[src/rtl/mem_port_arbiter.sv]
// Two-requester arbiter for the MMU data port: fetch vs load/store, one access
// in flight, wait-state stall, fault reporting and bounded fetch starvation.
module mem_port_arbiter #(
    parameter int ADDR_W       = 32,
    parameter int DATA_W       = 32,
    parameter int STARVE_LIMIT = 4
) (
    input  logic              clk,
    input  logic              rst,
    input  logic              if_req,
    input  logic [ADDR_W-1:0] if_addr,
    output logic              if_ack,
    output logic [DATA_W-1:0] if_rdata,
    output logic              if_fault,
    input  logic              ls_req,
    input  logic              ls_we,
    input  logic [ADDR_W-1:0] ls_addr,
    input  logic [DATA_W-1:0] ls_wdata,
    output logic              ls_ack,
    output logic [DATA_W-1:0] ls_rdata,
    output logic              ls_fault,
    output logic [ADDR_W-1:0] mem_addr,
    output logic [DATA_W-1:0] mem_wdata,
    output logic              mem_rd,
    output logic              mem_wd,
    input  logic [DATA_W-1:0] mem_rdata,
    input  logic              mem_wait,
    input  logic              mem_segv
);

    typedef enum logic [1:0] {IDLE, ACCESS, RESP} state_t;

    localparam logic [3:0] LIMIT = 4'(STARVE_LIMIT);

    state_t            state_reg;
    state_t            state_next;
    logic              owner_reg;
    logic              we_reg;
    logic              fault_reg;
    logic [3:0]        starve_reg;
    logic [ADDR_W-1:0] addr_reg;
    logic [DATA_W-1:0] wdata_reg;

    // Load/store wins ties unless fetch has been passed over STARVE_LIMIT times.
    logic grant_ls;
    logic grant_if;
    assign grant_ls = ls_req && !(if_req && (starve_reg == LIMIT));
    assign grant_if = if_req && !grant_ls;

    always_ff @(posedge clk or posedge rst) begin
        if (rst) begin
            state_reg <= IDLE;
        end else begin
            state_reg <= state_next;
        end
    end

    always_comb begin
        state_next = state_reg;
        case (state_reg)
            IDLE:    if (if_req || ls_req) state_next = ACCESS;
            ACCESS:  if (!mem_wait)        state_next = RESP;
            RESP:    state_next = IDLE;
            default: state_next = IDLE;
        endcase
    end

    always_ff @(posedge clk or posedge rst) begin
        if (rst) begin
            owner_reg  <= 1'b0;
            we_reg     <= 1'b0;
            fault_reg  <= 1'b0;
            starve_reg <= 4'd0;
            addr_reg   <= '0;
            wdata_reg  <= '0;
        end else begin
            if (state_reg == IDLE) begin
                if (grant_ls) begin
                    owner_reg <= 1'b1;
                    we_reg    <= ls_we;
                    addr_reg  <= ls_addr;
                    wdata_reg <= ls_wdata;
                end else if (grant_if) begin
                    owner_reg <= 1'b0;
                    we_reg    <= 1'b0;
                    addr_reg  <= if_addr;
                end
                // Counter only runs while fetch is actually waiting behind load/store.
                if (grant_if || !if_req) begin
                    starve_reg <= 4'd0;
                end else if (grant_ls && starve_reg != LIMIT) begin
                    starve_reg <= starve_reg + 4'd1;
                end
            end
            if (state_reg == ACCESS && !mem_wait) begin
                fault_reg <= mem_segv;
            end
        end
    end

    // Strobes decode straight from the state so reset drops them without an edge.
    always_comb begin
        mem_rd   = (state_reg == ACCESS) && !we_reg;
        mem_wd   = (state_reg == ACCESS) && we_reg;
        if_ack   = (state_reg == RESP) && !owner_reg;
        ls_ack   = (state_reg == RESP) && owner_reg;
        if_fault = if_ack && fault_reg;
        ls_fault = ls_ack && fault_reg;
    end

    assign mem_addr  = addr_reg;
    assign mem_wdata = wdata_reg;
    assign if_rdata  = mem_rdata;
    assign ls_rdata  = mem_rdata;

endmodule

[config.mk]
export PLATFORM = sky130hd
export DESIGN_NAME = mem_port_arbiter
export DESIGN_NICKNAME = d
export VERILOG_FILES = /design/src/rtl/mem_port_arbiter.sv
export SDC_FILE = /design/constraint.sdc
export NUM_CORES = 1
export LEC_CHECK = 0
export CAP_MARGIN = 10
export CORE_AREA = 5 5 108 110
export CTS_CLUSTER_DIAMETER = 50
export DETAILED_ROUTE_END_ITERATION = 12
export DIE_AREA = 0 0 113 115
export GPL_TIMING_DRIVEN = 0
export PLACE_DENSITY = 0.86
export SYNTH_ARGS = -nofsm -noshare
export SYNTH_HDL_FRONTEND = slang
export SYNTH_SLANG_ARGS = --single-unit
[constraint.sdc]
create_clock -name clk -period 3.6 [get_ports clk]
set_input_delay 0.72 -clock clk [delete_from_list [all_inputs] [get_ports clk]]
set_output_delay 0.72 -clock clk [all_outputs]
set_load 0.01 [all_outputs]
# Yosys cells after proc, flatten, opt, wreduce, memory -nomap -nowiden
# Index checks and enable logic that the tools add are counted.
# Widths: inputs -> output; s select.
# totals
register_bits	73
inputBits	135
out_inout_bits	134
elab_cells	50
# classes
n_addsub	1
eq_ne	6
n_mux	10
n_reduce_logical	26
# op_table
op	count
$mux 32	2
$logic_and 1x1->1	11
$mux 4	2
$reduce_and 2->1	4
$logic_not 1->1	6
$add 4x1->4 const B	1
$eq 4x3->1 const B	1
$mux 2	2
$ne 2x2->1 const B	2
$ne 4x3->1 const B	1
$pmux 2 s2	1
$reduce_bool 2->1	2
$mux 1	3
$eq 2x1->1 const B	1
$eq 2x2->1 const B	1
$logic_not 2->1	1
$logic_or 1x1->1	2

# Longest topological paths before layout
# logic_depth
ltp_word	9
mapped_depth	7
ltp_nobuf	5

# Least setup slack after synthesis
# OpenSTA, ideal clock, no wires.
# synth_path
kind	input -> register
startpoint	in ls_req
endpoint	reg state_reg[0]
setup_time_ps	124
t_arrival_ps	1724
required_time_ps	3476
setup_slack_ps	1753
path_stages	7
n_path_buf	4
path_cell_list	buf_6 > or2_1 > buf_2 > and2_4 > buf_6 > buf_6 > o21bai_1
# synth_between
elab_chain_len	3
# synth_rtl
element	line	source
from (decl)	15	input logic ls_req,
$logic_or 1x1->1	61	IDLE: if (if_req || ls_req) state_next = ACCESS;
$ne 2x2->1 (no source line)	n/a	
$reduce_and 2->1 (no source line)	n/a	
to (signal assigned)	54	state_reg <= state_next;
to (decl)	35	state_t state_reg;
# No other way between the ends.
# A chain may end at the register's enable or synchronous reset.

# Final worst setup path
# layout_path
startpoint	reg state_reg[0]
endpoint	out if_fault
# layout_between
elab_chain_len	3
# layout_rtl
element	line	source
$eq 2x2->1	105	if_ack = (state_reg == RESP) && !owner_reg;
$logic_and 1x1->1	105	
$logic_and 1x1->1	107	if_fault = if_ack && fault_reg;
to (decl)	14	output logic if_fault,
# No other way between the ends.

==> flow_summary_export.csv <==
group,metric,value,unit
synthesis,synthXorXnorAreaFrac,0,%
clock_tree,cts_max_level,3,
sta,slew_viol_final,0,
die,start_util,38.1,%
sta,fmax,392,MHz
clock_tree,clkTransAtPathRegs,80,ps
die,die_area,13000,um2
sta,period_share,70.9,%
global_routing,track_usage,20.0,%
clock_tree,cts_tree,"done",
synthesis,synth_simple_gate_area_share,12.7,%
worst_setup_path,worstRegToRegCells,6,
worst_setup_path,path_class,"reg -> out",
global_routing,grt_start_max_net_pins,74,
worst_setup_path,worst_ep_required_time,2880,ps
synthesis,synth_compound_area_share,12.5,%
sta,setup_viol,0,
sta,worst_slack,1050,ps
clock_tree,clk-insertion-delay-late,350,ps
global_routing,grt_remaining_overflow,0,
clock_tree,cts_made_buffers,9,
sta,worst_slew_pin_slew,892,ps
synthesis,async_flop_share,100,%
sta,clock_skew,9.72,ps
synthesis,synthAdderAreaFrac,0.619,%
finish,layout-drive-gt1-share,19.9,%
worst_setup_path,r2r_start,"starve_reg[0]",
detailed_routing,drt_iter0_drc,218,
sta,hold_viol,0,
synthesis,yosys-mux-area-fraction,9.44,%
synthesis,seq_area_frac_synth,45.2,%
pwr,p_leak,2.82,nW
detailed_routing,wirelength,13200,um
synthesis,synthCells,371,
hold_path,hold_end,"mem_wdata[16]",
clock_tree,cts_max_path_buffers,2,
global_routing,grt_pass1_wl,20700,um
hold_path,holdPathStages,1,
finish,diodes,0,
detailed_routing,dr.pass1.iters,4,
clock_tree,root_buffer,"clkbuf_8",
die,die_w,113,um
synthesis,synth_top_family_by_area,"buffers and inverters",
die,num_io_pins,269,
clock_tree,cts_resized,0,
finish,final_cell_mix,"clkdlybuf4s50_1, dfrtp_1, buf_4, inv_1",
global_routing,antenna_found_initial,0,
sta,setup-tns-final,0,ps
sta,period_needed,2550,ps
detailed_routing,antenna_left,0,
sta,relSlewSlack,40.5,%
worst_setup_path,crit_path_max_fanout,6,
run,drv_cap,0,
finish,nFillCells,816,
finish,design_area,6750,um2
finish,final_common_cell,"clkdlybuf4s50_1",
pwr,vdd_drop_max,0.287,mV
hold_path,hp-class,"reg -> reg",
clock_tree,hold_buffers,0,
hold_path,worstHoldStart,"mem_wdata[16]",
placed_design,dp_slack,1060,ps
synthesis,yosys_warnings,0,
worst_setup_path,cp-start-kind,"flop",
detailed_routing,vias,3666,
worst_setup_path,r2r_end,"mem_wdata[0]",
detailed_routing,drc,0,
detailed_routing,wire_per_inst,17.3,um
clock_tree,postCtsSetupBuffers,0,
finish,syn2layout_area_growth,66.9,%
worst_setup_path,r2r_slack,1660,ps
synthesis,ys_seq_elements,73,
global_routing,grt_pass1_vias,4089,
clock_tree,clkSinkCount,73,
die,coreArea,10600,um2
detailed_routing,drt-vias-per-instance,4.81,
die,rows,38,
synthesis,synth_cell_types,30,
placed_design,gp_congestion,0.761,
run_status,outcome,"complete, no violations",
synthesis,syn_nets,508,
pwr,p_per_area,661,nW/um2
worst_setup_path,endpoint_kind,"primary output",
synthesis,synthesis.area,4040,um2
synthesis,synthFlopType,"dfrtp_1",
placed_design,port_buffers,235,
synthesis,avgSynthCellArea,10.9,um2
synthesis,synth_edf_count,0,
placed_design,hpwl,10400,um
die,dieHeight,115,um
sta,rsz0062_at_grt,"no",
finish,finish.net_count,754,
placed_design,placed_area,6570,um2
worst_setup_path,critPathArrivalTime,1830,ps
==> Yosys cell counts, types with 2 or more instances <==
cell / number / area, um2
and2_1: 4 / 25.0
buf_1: 3 / 11.3
buf_2: 6 / 30.0
buf_4: 66 / 495
buf_6: 5 / 56.3
clkbuf_1: 13 / 48.8
dfrtp_1: 73 / 1830
ha_1: 2 / 25.0
inv_1: 40 / 150
mux2_1: 33 / 372
nand2_1: 6 / 22.5
nand3_1: 33 / 165
nand4_1: 33 / 206
nor2_1: 3 / 11.3
nor3b_1: 2 / 15.0
o21ai_1: 4 / 20.0
o221ai_1: 5 / 43.8
o221ai_2: 27 / 405
or2_1: 2 / 12.5
==> worst max-delay path by stage <==
stage | startpoint | endpoint | slack, ps | cells past startpoint
after CTS | state_reg[0] | if_fault | 1020 | 3
after global routing | state_reg[0] | if_fault | 900 | 3
after global placement | rst | mem_wdata[1] | -190 | 2
after detailed placement | if_req | mem_wdata[0] | 1060 | 5
final | state_reg[0] | if_fault | 1050 | 3
after floorplan | rst | fault_reg | 1030 | 1
==> metrics by stage <==
| stage | hold slack [ps] | power, mW | util, % | cells |
|---|---|---|---|---|
| 2_1_floorplan | 464 | 2.68 | - | 371 |
| 3_3_place_gp | 472 | 3.84 | 62.0 | 746 |
| 3_5_place_dp | 480 | 3.93 | 62.0 | 746 |
| 4_1_cts | 498 | 4.52 | 63.6 | 762 |
| 5_1_grt | 513 | 4.75 | 63.6 | 762 |
| 6_report | 491 | 4.46 | 63.6 | 762 |
==> routing by layer <==
layer	routed length (um)	track usage [%]	up-vias
li1	-	-	1743
met1	4820	22.6	1738
met2	6870	35.0	173
met3	1300	7.16	12
met4	166	6.97	0
met5	0	0	-
==> critical path: stages, from the launching register on <==
cell	delay (ps)
dfrtp_1	470
nor3b_1	320
and2_1	170
clkdlybuf4s50_1	530
==> logic make-up after synthesis <==
kind of cell / after synthesis
AND/OR/NAND/NOR: 89
AO/OA/AOI/OAI: 40
adder cells (fa/ha/maj): 2
flip-flops: 73
buffers and inverters: 133
multiplexers: 34
==> where the power goes <==
part           internal, mW  switching [mW]
sequential             1.22           0.229
combinational          1.36            1.08
clock                 0.270           0.306
==> cell type report <==
class | instances | area, um2 | area share (%)
inverters | 40 | 153 | 2.26
multi-input cells | 165 | 1430 | 21.1
clock buffers | 12 | 145 | 2.15
well taps | 140 | 175 | 2.60
clock inverters | 4 | 28.8 | 0.426
flip-flops and latches | 73 | 1830 | 27.1
plain buffers | 93 | 642 | 9.51
repair buffers | 235 | 2350 | 34.9
Note: power is estimated with default switching activity, not from simulation.
